`src/rtl/stim_pkg.sv`:
```
// stim_pkg -- shared definitions for the biphasic stimulation pulse generator.
//   state_e      : burst sequencer states
//   DEF_*        : default timing constants and amplitude width
//   TMR_W        : phase timer width
//   dur_load()   : timer load value for a duration given in cycles
package stim_pkg;

   typedef enum logic [2:0] {
      ST_IDLE    = 3'd0,
      ST_CATH    = 3'd1,
      ST_IPG     = 3'd2,
      ST_ANOD    = 3'd3,
      ST_GAP     = 3'd4,
      ST_REFRACT = 3'd5
   } state_e;

   localparam int DEF_AMP_WIDTH      = 16;
   localparam int DEF_PHASE_CYCLES   = 10;
   localparam int DEF_IPG_CYCLES     = 2;
   localparam int DEF_GAP_CYCLES     = 20;
   localparam int DEF_PULSES         = 4;
   localparam int DEF_REFRACT_CYCLES = 1000;

   localparam int TMR_W = 16;

   // The timer counts duration-1 down to 0, so a state lasts exactly
   // 'cycles' clocks including its entry cycle.
   function automatic logic [TMR_W-1:0] dur_load(input int cycles);
      return TMR_W'(cycles - 1);
   endfunction

endpackage

```
`src/rtl/stim_timer.sv`:
```
// stim_timer -- loadable 16-bit down-counter with zero flag.
//   clk      : system clock, rising edge
//   rst      : asynchronous active-low reset (counter clears to 0)
//   load     : load load_val on the next edge (takes priority over counting)
//   load_val : value to load
//   zero     : counter currently at 0; the counter holds at 0 (no wrap)
module stim_timer
   import stim_pkg::*;
(
   input  logic             clk,
   input  logic             rst,
   input  logic             load,
   input  logic [TMR_W-1:0] load_val,
   output logic             zero
);

   logic [TMR_W-1:0] cnt_q, cnt_d;

   always_comb begin
      cnt_d = cnt_q;
      if (load)
         cnt_d = load_val;
      else if (cnt_q != '0)
         cnt_d = cnt_q - 1'b1;
   end

   always_ff @(posedge clk or negedge rst) begin
      if (!rst) cnt_q <= '0;
      else      cnt_q <= cnt_d;
   end

   assign zero = (cnt_q == '0);

endmodule

```
`src/rtl/stim_pulse_gen.sv`:
```
// stim_pulse_gen -- biphasic stimulation burst generator.
// A rising edge on 'stimulation' in IDLE (with en high) launches a burst of
// PULSES biphasic pulses (cathodic, interphase gap, anodic, inter-pulse gap),
// followed by a refractory lockout, then a one-cycle 'done'.
//   clk, rst    : clock / asynchronous active-low reset
//   en          : enable; low aborts to IDLE on the next edge
//   stimulation : trigger level, rising edge starts a burst
//   amp         : amplitude code, latched at trigger
//   phase_neg   : cathodic drive      phase_pos : anodic drive
//   amp_out     : latched amplitude while a phase is active, else 0
//   busy        : burst or refractory in progress
//   done        : one-cycle pulse when refractory ends
//   pulse_cnt   : completed biphasic pulses in the current burst
module stim_pulse_gen
   import stim_pkg::*;
#(
   parameter int AMP_WIDTH      = DEF_AMP_WIDTH,
   parameter int PHASE_CYCLES   = DEF_PHASE_CYCLES,
   parameter int IPG_CYCLES     = DEF_IPG_CYCLES,
   parameter int GAP_CYCLES     = DEF_GAP_CYCLES,
   parameter int PULSES         = DEF_PULSES,
   parameter int REFRACT_CYCLES = DEF_REFRACT_CYCLES
) (
   input  logic                 clk,
   input  logic                 rst,
   input  logic                 en,
   input  logic                 stimulation,
   input  logic [AMP_WIDTH-1:0] amp,
   output logic                 phase_neg,
   output logic                 phase_pos,
   output logic [AMP_WIDTH-1:0] amp_out,
   output logic                 busy,
   output logic                 done,
   output logic [7:0]           pulse_cnt
);

   state_e               state_q, state_d;
   logic                 stim_prev_q;
   logic [AMP_WIDTH-1:0] amp_lat_q, amp_lat_d;
   logic [7:0]           pulse_cnt_q, pulse_cnt_d;
   logic                 phase_neg_q, phase_neg_d;
   logic                 phase_pos_q, phase_pos_d;
   logic [AMP_WIDTH-1:0] amp_out_q, amp_out_d;
   logic                 busy_q, busy_d;
   logic                 done_q, done_d;

   logic             tmr_load;
   logic [TMR_W-1:0] tmr_val;
   logic             tmr_zero;
   logic             trig;
   logic [7:0]       pulse_inc;

   stim_timer u_timer (
      .clk      (clk),
      .rst      (rst),
      .load     (tmr_load),
      .load_val (tmr_val),
      .zero     (tmr_zero)
   );

   // Only a fresh rise while idle starts a burst; anything else is dropped.
   assign trig      = stimulation & ~stim_prev_q & (state_q == ST_IDLE);
   assign pulse_inc = pulse_cnt_q + 8'd1;

   always_comb begin
      state_d     = state_q;
      amp_lat_d   = amp_lat_q;
      pulse_cnt_d = pulse_cnt_q;
      done_d      = 1'b0;
      tmr_load    = 1'b0;
      tmr_val     = '0;

      if (!en) begin
         // Abort: timer reloaded with 0 so no stale count survives.
         state_d     = ST_IDLE;
         pulse_cnt_d = '0;
         tmr_load    = 1'b1;
      end else begin
         unique case (state_q)
            ST_IDLE: if (trig) begin
               state_d     = ST_CATH;
               amp_lat_d   = amp;
               pulse_cnt_d = '0;
               tmr_load    = 1'b1;
               tmr_val     = dur_load(PHASE_CYCLES);
            end
            ST_CATH: if (tmr_zero) begin
               state_d  = ST_IPG;
               tmr_load = 1'b1;
               tmr_val  = dur_load(IPG_CYCLES);
            end
            ST_IPG: if (tmr_zero) begin
               state_d  = ST_ANOD;
               tmr_load = 1'b1;
               tmr_val  = dur_load(PHASE_CYCLES);
            end
            ST_ANOD: if (tmr_zero) begin
               pulse_cnt_d = pulse_inc;
               tmr_load    = 1'b1;
               if (pulse_inc == 8'(PULSES)) begin
                  state_d = ST_REFRACT;
                  tmr_val = dur_load(REFRACT_CYCLES);
               end else begin
                  state_d = ST_GAP;
                  tmr_val = dur_load(GAP_CYCLES);
               end
            end
            ST_GAP: if (tmr_zero) begin
               state_d  = ST_CATH;
               tmr_load = 1'b1;
               tmr_val  = dur_load(PHASE_CYCLES);
            end
            ST_REFRACT: if (tmr_zero) begin
               state_d     = ST_IDLE;
               pulse_cnt_d = '0;
               done_d      = 1'b1;
            end
            default: state_d = ST_IDLE;
         endcase
      end

      // Outputs are decoded from the next state and registered, so the
      // first cathodic cycle follows the trigger edge directly. A single
      // state value makes both phases high at once impossible.
      phase_neg_d = (state_d == ST_CATH);
      phase_pos_d = (state_d == ST_ANOD);
      amp_out_d   = (phase_neg_d | phase_pos_d) ? amp_lat_d : '0;
      busy_d      = (state_d != ST_IDLE);
   end

   always_ff @(posedge clk or negedge rst) begin
      if (!rst) begin
         state_q     <= ST_IDLE;
         stim_prev_q <= 1'b1;  // level already high at release is not an edge
         amp_lat_q   <= '0;
         pulse_cnt_q <= '0;
         phase_neg_q <= 1'b0;
         phase_pos_q <= 1'b0;
         amp_out_q   <= '0;
         busy_q      <= 1'b0;
         done_q      <= 1'b0;
      end else begin
         state_q     <= state_d;
         stim_prev_q <= stimulation;
         amp_lat_q   <= amp_lat_d;
         pulse_cnt_q <= pulse_cnt_d;
         phase_neg_q <= phase_neg_d;
         phase_pos_q <= phase_pos_d;
         amp_out_q   <= amp_out_d;
         busy_q      <= busy_d;
         done_q      <= done_d;
      end
   end

   assign phase_neg = phase_neg_q;
   assign phase_pos = phase_pos_q;
   assign amp_out   = amp_out_q;
   assign busy      = busy_q;
   assign done      = done_q;
   assign pulse_cnt = pulse_cnt_q;

endmodule
```
`config.mk`:
```
export PLATFORM = sky130hd
export DESIGN_NAME = stim_pulse_gen
export DESIGN_NICKNAME = d
export VERILOG_FILES = /design/src/rtl/stim_pkg.sv /design/src/rtl/stim_timer.sv /design/src/rtl/stim_pulse_gen.sv
export SDC_FILE = /design/constraint.sdc
export NUM_CORES = 1
export LEC_CHECK = 0
export ABC_CLOCK_PERIOD_IN_PS = 2100
export CAP_MARGIN = 0
export CORE_MARGIN = 2
export CORE_UTILIZATION = 40
export CTS_BUF_LIST = sky130_fd_sc_hd__clkbuf_2
export DETAILED_ROUTE_END_ITERATION = 8
export GPL_TIMING_DRIVEN = 0
export PLACE_DENSITY = 0.76
export SYNTH_ARGS = -nofsm -noshare
export SYNTH_HDL_FRONTEND = slang
export SYNTH_SLANG_ARGS = --single-unit
```
`constraint.sdc`:
```
create_clock -name clk -period 2.1 [get_ports clk]
set_input_delay 0.315 -clock clk [delete_from_list [all_inputs] [get_ports clk]]
set_output_delay 0.315 -clock clk [all_outputs]
set_load 0.005 [all_outputs]
```
==> results of run 1 <==
where the power goes:
| part | internal (W) | total (W) | switching (W) |
|---|---|---|---|
| combinational | 0.00193 | 0.00367 | 0.00174 |
| clock | 0.000393 | 0.000890 | 0.000497 |
| sequential | 0.00165 | 0.00190 | 0.000258 |
| total | 0.00397 | 0.00647 | 0.00250 |
critical path: stages (launching register included):
cell	delay, ns
sky130_fd_sc_hd__dfrtp_2	0.44
sky130_fd_sc_hd__or4_4	0.57
sky130_fd_sc_hd__nor4b_4	0.34
sky130_fd_sc_hd__nand3_2	0.20
sky130_fd_sc_hd__o21ai_4	0.32
sky130_fd_sc_hd__buf_6	0.18
sky130_fd_sc_hd__nor4b_1	0.05
kinds of logic (layout without fill, tap and decap cells):
| group | count (synthesis) | after routing |
|---|---|---|
| buffers and inverters | 16 | 120 |
| AND/OR/NAND/NOR | 111 | 111 |
| AO/OA/AOI/OAI | 40 | 40 |
| flip-flops | 64 | 64 |
| multiplexers | 17 | 17 |
| XOR/XNOR | 17 | 17 |
| adder cells (fa/ha/maj) | 4 | 4 |
worst min-delay path by stage:
stage	from	to	cells after the start
after floorplan	rst	amp_lat_q[0]	0
after global placement	amp_lat_q[5]	amp_lat_q[5]	1
after detailed placement	rst	amp_out[8]	1
after CTS	en	done	3
after global routing	stimulation	stim_prev_q	1
final	en	done	3
flip-flops by register name (all words and copies together) (netlist names):
register,flops
amp_lat_q,16
amp_out,16
u_timer.cnt_q,16
pulse_cnt,8
state_q,3
busy,1
done,1
phase_neg,1
phase_pos,1
stim_prev_q,1
cell type report:
class,instances,area (um2),share of cell area (%)
Multi-Input combinational cell,189,1733,37.85
Sequential cell,64,1614,35.26
Timing Repair Buffer,89,845.8,18.47
Tap cell,102,127.6,2.788
Clock inverter,7,96.34,2.104
Buffer,8,90.09,1.968
Clock buffer,9,45.04,0.9839
Inverter,7,26.28,0.5739
placed cells by master (no fill, tap or decap), types with 3 or more instances in the layout:
cell / synthesis / final
sky130_fd_sc_hd__dfrtp_1: 63 / 54
sky130_fd_sc_hd__clkdlybuf4s50_1: 0 / 45
sky130_fd_sc_hd__buf_4: 0 / 34
sky130_fd_sc_hd__nor2_1: 21 / 21
sky130_fd_sc_hd__mux2_2: 15 / 15
sky130_fd_sc_hd__nand2_1: 13 / 13
sky130_fd_sc_hd__buf_6: 4 / 10
sky130_fd_sc_hd__xor2_1: 10 / 10
sky130_fd_sc_hd__clkbuf_2: 0 / 9
sky130_fd_sc_hd__dfrtp_2: 0 / 9
sky130_fd_sc_hd__nor4b_4: 2 / 8
sky130_fd_sc_hd__nand3_1: 10 / 8
sky130_fd_sc_hd__xnor2_1: 7 / 7
sky130_fd_sc_hd__a21oi_1: 9 / 7
sky130_fd_sc_hd__nor3_1: 7 / 6
sky130_fd_sc_hd__and3_1: 6 / 6
sky130_fd_sc_hd__nor4b_1: 7 / 6
sky130_fd_sc_hd__a22oi_1: 6 / 6
sky130_fd_sc_hd__inv_1: 7 / 5
sky130_fd_sc_hd__nand3_2: 2 / 4
sky130_fd_sc_hd__nor4_2: 2 / 4
sky130_fd_sc_hd__or3_1: 5 / 4
sky130_fd_sc_hd__nor4b_2: 9 / 4
sky130_fd_sc_hd__o21ai_0: 5 / 4
sky130_fd_sc_hd__nor4_4: 0 / 3
sky130_fd_sc_hd__nor3_4: 0 / 3
sky130_fd_sc_hd__ha_1: 4 / 3
layer usage:
layer	vias to the layer above	routed length (um)	global-route usage [%]
met2	87	4240	30.31
met4	0	204	9.191
li1	1191	-	-
met5	-	0	0
met3	18	370	3.384
met1	1317	3183	23.12
stage by stage:
step                hold slack [ns]  instance area, um2  total power (W)  util (%)  instances
floorplan                   0.01941                3192         0.003662         -        269
global placement             0.4665                3780         0.004275     48.92        417
detailed placement           0.4517                3777         0.004359     48.88        417
CTS                          0.1586                4441         0.006312     57.46        470
global route                 0.1714                4578         0.006840     59.25        475
finish                       0.1929                4578         0.006465     59.25        475
timing repair:
action                                  4_1_cts  5_1_grt
pin swaps                                    21       18
resized for setup                            45       25
hold endpoints to repair                     63        0
hold buffers                                  1        0
cloned                                        2        1
setup buffers                                34        6
endpoints found under the setup margin       42       39
==> results by stage, run 1 <==
Logic synthesis:
- Synthesis produced a netlist whose cell count is 269.
- A synthesized cell averages 11.83 um2.
- Counting flops with a built-in enable in the synthesized netlist gives 0.
- The share of flip-flops with an asynchronous set or reset after synthesis is 100.0%.
- The fraction of the mapped netlist area in compound gates is 9.595%.
- The share of synthesized cell area in and, or, nand and nor gates is 24.34%.
- Measured against the total synthesized area, the mux share comes to 5.977%.
- Of the total synthesized cell area, the portion taken by XOR and XNOR cells is 4.680%.
- The synthesized design devotes to its leading area cell type 49.55% of total area.
- Among all cell types in the netlist, the one instantiated most often is sky130_fd_sc_hd__dfrtp_1.
- The largest family of logic cells by synthesized area is simple AND/OR/NAND/NOR gates.
- Sorting the synthesized cells by how often they occur yields 63 x sky130_fd_sc_hd__dfrtp_1, 21 x sky130_fd_sc_hd__nor2_1, 15 x sky130_fd_sc_hd__mux2_2.
- The register bit count reported by yosys is 64.
- The largest area contributor in the netlist is sky130_fd_sc_hd__dfrtp_1.
- The sequential area share after synthesis is 50.37%.
- The most used flip-flop cell after synthesis is sky130_fd_sc_hd__dfrtp_1.
- The number of different library cells in the post-synthesis netlist is 56.
- Ranked by total cell area, the synthesized netlist is headed by sky130_fd_sc_hd__dfrtp_1 50%, sky130_fd_sc_hd__mux2_2 5.3%, sky130_fd_sc_hd__nor4b_2 4.2%, sky130_fd_sc_hd__xor2_1 2.8%, sky130_fd_sc_hd__nor2_1 2.5%.
- The adder-cell area share of the yosys netlist is 1.573%.
- The count of synthesis-stage warnings from yosys is 0.
- The synthesized netlist occupies a cell area of 3182 um2.
- The post-synthesis net count is 293.

Timing:
- The number of hold violations in the final report is 0.
- In this run the tightest slew margin relative to its limit is 47.48%.
- Setup repair after global routing could not meet its margin everywhere.
- The worst clock skew is 0.02881 ns.
- The number of endpoints failing setup at the final stage is 19.
- The share of the clock period used by the worst path is 105.7%.
- The total negative setup slack is -1.598 ns.
- Static timing analysis puts the maximum clock frequency at 0.4504 GHz.
- The number of max-slew violations in the final report is 0.
- The minimum setup slack in the final design is -0.1203 ns.
- For the finished layout, the period the worst path requires is 2.220 ns.
- At the pin with the least slew margin, the transition time is 0.7878 ns.

Placed design:
- The final weighted congestion in routability-driven placement is 0.8263.
- The number of buffers added on ports is 46.
- Prior to clock tree synthesis, the placed netlist has a worst setup slack of -0.5297 ns.
- Detailed placement ended at an HPWL of 4.459 mm.

Global routing:
- Entering global routing, the biggest net connects 65 pins.
- The number of antenna violations at the first check in global routing was 0.
- The all-layer global routing usage is 18.35%.
- The number of global-route vias before repair came to 2512.
- The total overflow reported by the global router is 0.
- The first global-routing pass estimated 12.50 mm of wire.

Setup path:
- The start of the worst register-to-register path is u_timer.cnt_q[2].
- The worst reg2reg path depth is 6.
- The start point of the critical path is u_timer.cnt_q[2].
- Data arrives at the worst endpoint at 2.62 ns.
- STA puts the critical path data required time at 2.50 ns.
- STA classifies the critical path startpoint as a flop.
- STA classifies the critical path endpoint as a flop.
- The worst reg2reg path endpoint is amp_out[15].
- The critical path is of the reg2reg type.
- Setup slack on the worst reg-to-reg path comes out at -0.12 ns.
- In this run the worst setup path terminates at amp_out[15].
- The highest fanout seen on the critical path is 7.

Route:
- For this block, the initial DRC count from the detailed router was 118.
- The detailed-route via count is 2613.
- The post-detailed-route DRC marker count is 0.
- The routed design has 7.997 mm of wire.
- In the final routed layout, each cell accounts on average for 16.84 um.
- The first-pass iteration count of the detailed router is 4.
- Once detail routing completed, the nets flagged for antenna violations numbered 0.
- Using the TritonRoute via totals, the vias-per-cell ratio works out to 5.501.

Power and ir drop:
- VDD sags by at most 0.6485 mV.
- Power spread over the standard cell area amounts to 1412 nW/um2.
- The leakage dissipation is 1.990 nW.

Clock tree:
- The clock-pin slew on the worst setup and hold paths is 0.20 ns.
- The count of clock tree sinks is 64.
- The total CTS buffers is 9.
- The clock latency reported for the late side of the worst-skew pair is 0.53 ns.
- The library cell used as clock root buffer is sky130_fd_sc_hd__clkbuf_2.
- The clock passes through at most 2 buffers.
- TritonCTS built the clock tree.
- The H-tree was split into 3 levels.

Die:
- The initial utilization of the core area, before any placement, comes to 41.18%.
- 48 I/O pins were placed.
- The area of the die is 8684 um2.
- The floorplan step set the die width to 93.19 um.
- The floorplan row count is 32.
- The floorplan step defined a core boundary enclosing 7727 um2.
- The die outline height is 93.19 um.

Cells and area:
- The number of diodes is 0.
- In the final design database the tool counted 392 nets.
- The area added between synthesis and finish is 43.89%.
- The layout filler cell count is 561.
- The ratio of cells with drive above 1 in the final layout is 36.73%.

Flow run:
- Across the run, the number of max-cap violations was 0.

Hold path:
- The class of the most critical hold timing path is in2reg.

Run status:
- The flow ran to the end, but the final reports show violations.
- The checks that failed: setup timing.
Power figures use the tool's default switching activity.
==> inputs of run 2 (changes only) <==
ABC_CLOCK_PERIOD_IN_PS = 1800   (was 2100)
SKIP_LAST_GASP = 1   (was not set)
clock period = 1.8 ns   (was 2.1 ns; I/O delays follow)
==> run 2 against run 1 <==
The run still ends with setup timing left. Register-to-register slack got worse by 0.33 ns. Sequential power is 18% higher. Worst hold slack worse by 0.075 ns. Clock power up 1%. Via count up 7.0%. Die area is the same. Clock skew increased by 0.013 ns. Combinational power grew 31%. Maximum frequency is 1.3% lower. Non-clock buffer count is 26 higher. Largest cell class unchanged.
==> results by stage, run 2 (synthesis results as in run 1) <==
Hold path:
- For hold timing, the worst endpoint is stim_prev_q.
- The number of cells on the worst hold path is 1 (-2).
- The min-delay analysis places its worst path in the category in2reg.
- The worst hold path begins at stimulation.

Clock tree:
- The maximum level of the CTS H-tree is 3 (unchanged).
- The clock latency reported for the late side of the worst-skew pair was 0.54 ns (about the same).
- The maximum number of buffers from clock root to sink is 2 (unchanged).
- The count of clock tree sinks is 64 (unchanged).
- The clock-pin slew on the worst setup and hold paths came to 0.22 ns (+0.02 ns).
- The total CTS buffers is 9 (unchanged).
- The library cell used as clock root buffer is sky130_fd_sc_hd__clkbuf_2.
- TritonCTS built the clock tree.

Run status:
- The checks that failed: setup timing.
- The run finished, with violations left.

Setup path:
- The worst reg2reg path depth is 8 (+2).
- The worst reg-to-reg setup slack is -0.45 ns (-0.33 ns).
- The data arrival time at the worst-slack endpoint came to 2.66 ns (+0.04 ns).
- The launching element type of the critical path is a flop.
- The data required time of the worst path came to 2.21 ns (-0.29 ns).
- The startpoint identified for the worst register-to-register timing path is u_timer.cnt_q[5].
- The nature of the critical path endpoint is a flop.
- The worst reg2reg path endpoint is amp_out[2].
- The highest fanout seen on the critical path is 6 (-1).
- The category of the critical setup timing path is reg2reg.

Timing:
- The worst slew slack as a fraction of its limit is 47.28% (-0.20 points).
- The shortest clock period the worst path allows after layout is 2.250 ns (+0.02984 ns).
- The top achievable clock speed is 0.4444 GHz (-1.3%).
- The number of hold violations in the final report is 0 (unchanged).
- The number of max-slew violations in the final report came to 0 (unchanged).
- The number of endpoints failing setup at the final stage came to 62 (+43).
- Setup repair after global routing could not meet its margin everywhere.
- The share of the clock period used by the worst path is 125.0% (+19 points).
- The worst hold margin was 0.1175 ns (-0.07549 ns).
- The total negative setup slack is -14.35 ns (-12.76 ns).
- The minimum setup slack in the final design came to -0.4501 ns (-0.3298 ns).
- The transition at the pin with the smallest max-transition slack is 0.7892 ns (+0.001344 ns).
- The worst clock skew is 0.04157 ns (+0.01276 ns).

Route:
- The remaining antenna violation count is 0 (unchanged).
- The detailed-route via count is 2796 (+7.0%).
- The number of violations reported at the end of detailed-routing iteration 0 is 159 (+35%).
- The first-pass iteration count of the detailed router came to 4 (unchanged).
- The post-detailed-route DRC marker count was 0 (unchanged).
- The average vias per placed instance is 5.581 (+1.5%).
- The wire length reported by the detailed router is 9.304 mm (+16%).
- The average detailed-routed wire length per instance is 18.57 um (+10%).

Cells and area:
- Leaving out fill and tap cells, the most frequent cell in the layout is sky130_fd_sc_hd__dfrtp_1.
- The final layout net count was 418 (+6.6%).
- The end-of-flow core utilization came to 64.28% (+5.0 points).
- The area added between synthesis and finish is 56.11%.
- In the layout the commonest cells are 53 x sky130_fd_sc_hd__dfrtp_1, 49 x sky130_fd_sc_hd__buf_4, 38 x sky130_fd_sc_hd__clkdlybuf4s50_1.
- The layout filler cell count is 523 (-6.8%).
- The number of diodes is 0 (unchanged).
- The ratio of cells with drive above 1 in the final layout is 46.87% (+10 points).
- The combined area of the multi-input logic cells is 1841 um2 (+6.2%).
- The area of all sequential standard cells is 1615 um2 (about the same).

Die:
- The initial core utilization is 41.18% (unchanged).
- The area of the die is 8684 um2 (unchanged).
- The die outline height is 93.19 um (unchanged).
- The area of the core region is 7727 um2 (unchanged).
- The number of top-level pins came to 48 (unchanged).
- The horizontal extent of the die was 93.19 um (unchanged).
- The floorplan row count is 32 (unchanged).

Global routing:
- The global-route wire length before repair is 13.79 mm (+10%).
- The number of global-route vias before repair is 2825 (+12%).
- The total overflow reported by the global router came to 0 (unchanged).
- The pin count of the biggest net entering global routing was 38 (-42%).
- The all-layer global routing usage is 20.41% (+2.1 points).
- The number of antenna violations at the first check in global routing came to 0 (unchanged).

Placed design:
- The worst slack at placement was -0.6892 ns (-0.1596 ns).
- The number of buffers added on ports is 46 (unchanged).
- The post-detailed-placement half-perimeter wirelength is 4.505 mm (+1.0%).
- The final weighted congestion in routability-driven placement is 0.8546 (+3.4%).

Power and ir drop:
- The leakage dissipation is 2.225 nW (+12%).
- The total power density per cell area is 1596 nW/um2 (+13%).
- The worst voltage drop across the vdd grid was 0.6623 mV (+2.1%).

Flow run:
- The count of max-cap constraint violations is 0 (unchanged).
run 2: cell types whose count changed in the layout (fill, tap and decap cells not counted), sizes merged:
cell	change
buf	+24
clkdlybuf4s50	-7
dlygate4sd2	+3
dlymetal6s2s	+3
clkbuf	+2
clkinv	+2
bufinv	-1
clkdlybuf4s15	+1
clkinvlp	-1
run 2: worst max-delay path by stage:
stage	end	depth (start not counted)	start	slack [ns]
after floorplan	amp_out[10]	6	u_timer.cnt_q[3]	-0.27
after global placement	state_q[0]	1	rst	-1.80
after detailed placement	amp_out[13]	7	stimulation	-0.69
after CTS	phase_neg	7	u_timer.cnt_q[3]	-0.35
after global routing	amp_out[2]	8	u_timer.cnt_q[3]	-0.52
final	amp_out[2]	8	u_timer.cnt_q[5]	-0.45
run 2: layer usage:
layer / track usage (%) / part of all wire, % / vias to the layer above
li1: - / - / 1248
met1: 25.03 / 40 / 1428
met2: 34.90 / 53 / 93
met4: 9.804 / 2.8 / 0
met3: 3.546 / 3.9 / 27
met5: 0 / 0 / -
run 2: layout make-up:
cell class,instances,area share [%]
plain buffers,9,2.242
clock buffers,9,0.9068
flip-flops and latches,64,32.52
inverters,7,0.5290
multi-input cells,189,37.05
well taps,102,2.569
repair buffers,114,22.72
clock inverters,7,1.461
run 2: critical path: stages, from the launching register on:
cell,delay (ns)
sky130_fd_sc_hd__dfrtp_1,0.44
sky130_fd_sc_hd__or4_4,0.57
sky130_fd_sc_hd__nor4b_4,0.33
sky130_fd_sc_hd__buf_4,0.18
sky130_fd_sc_hd__nand3_4,0.11
sky130_fd_sc_hd__o21ai_4,0.19
sky130_fd_sc_hd__buf_12,0.14
sky130_fd_sc_hd__buf_8,0.12
sky130_fd_sc_hd__nor4b_4,0.04
run 2: metrics by stage:
step | total power [W] | cell area, um2 | instances
3_5_place_dp | 0.005176 | 3870 | 418
2_1_floorplan | 0.004368 | 3267 | 269
6_report | 0.007929 | 4967 | 501
5_1_grt | 0.008314 | 4967 | 501
3_3_place_gp | 0.005087 | 3855 | 417
4_1_cts | 0.007071 | 4668 | 488
run 2: what timing repair did:
item | CTS | global route
endpoints found under the hold margin | 27 | 0
cloned | 2 | 1
buffers inserted | 51 | 12
gates resized for setup | 51 | 42
pin swaps | 17 | 29
setup endpoints to repair | 65 | 63
hold buffers | 1 | 0
run 2: power by group:
group / internal, W / switching, W / leakage, nW / total, W
Sequential: 0.00192 / 0.000317 / 0.823 / 0.00224
Combinational: 0.00254 / 0.00226 / 1.33 / 0.00479
Clock: 0.000320 / 0.000582 / 0.0695 / 0.000903
Total: 0.00477 / 0.00315 / 2.22 / 0.00793
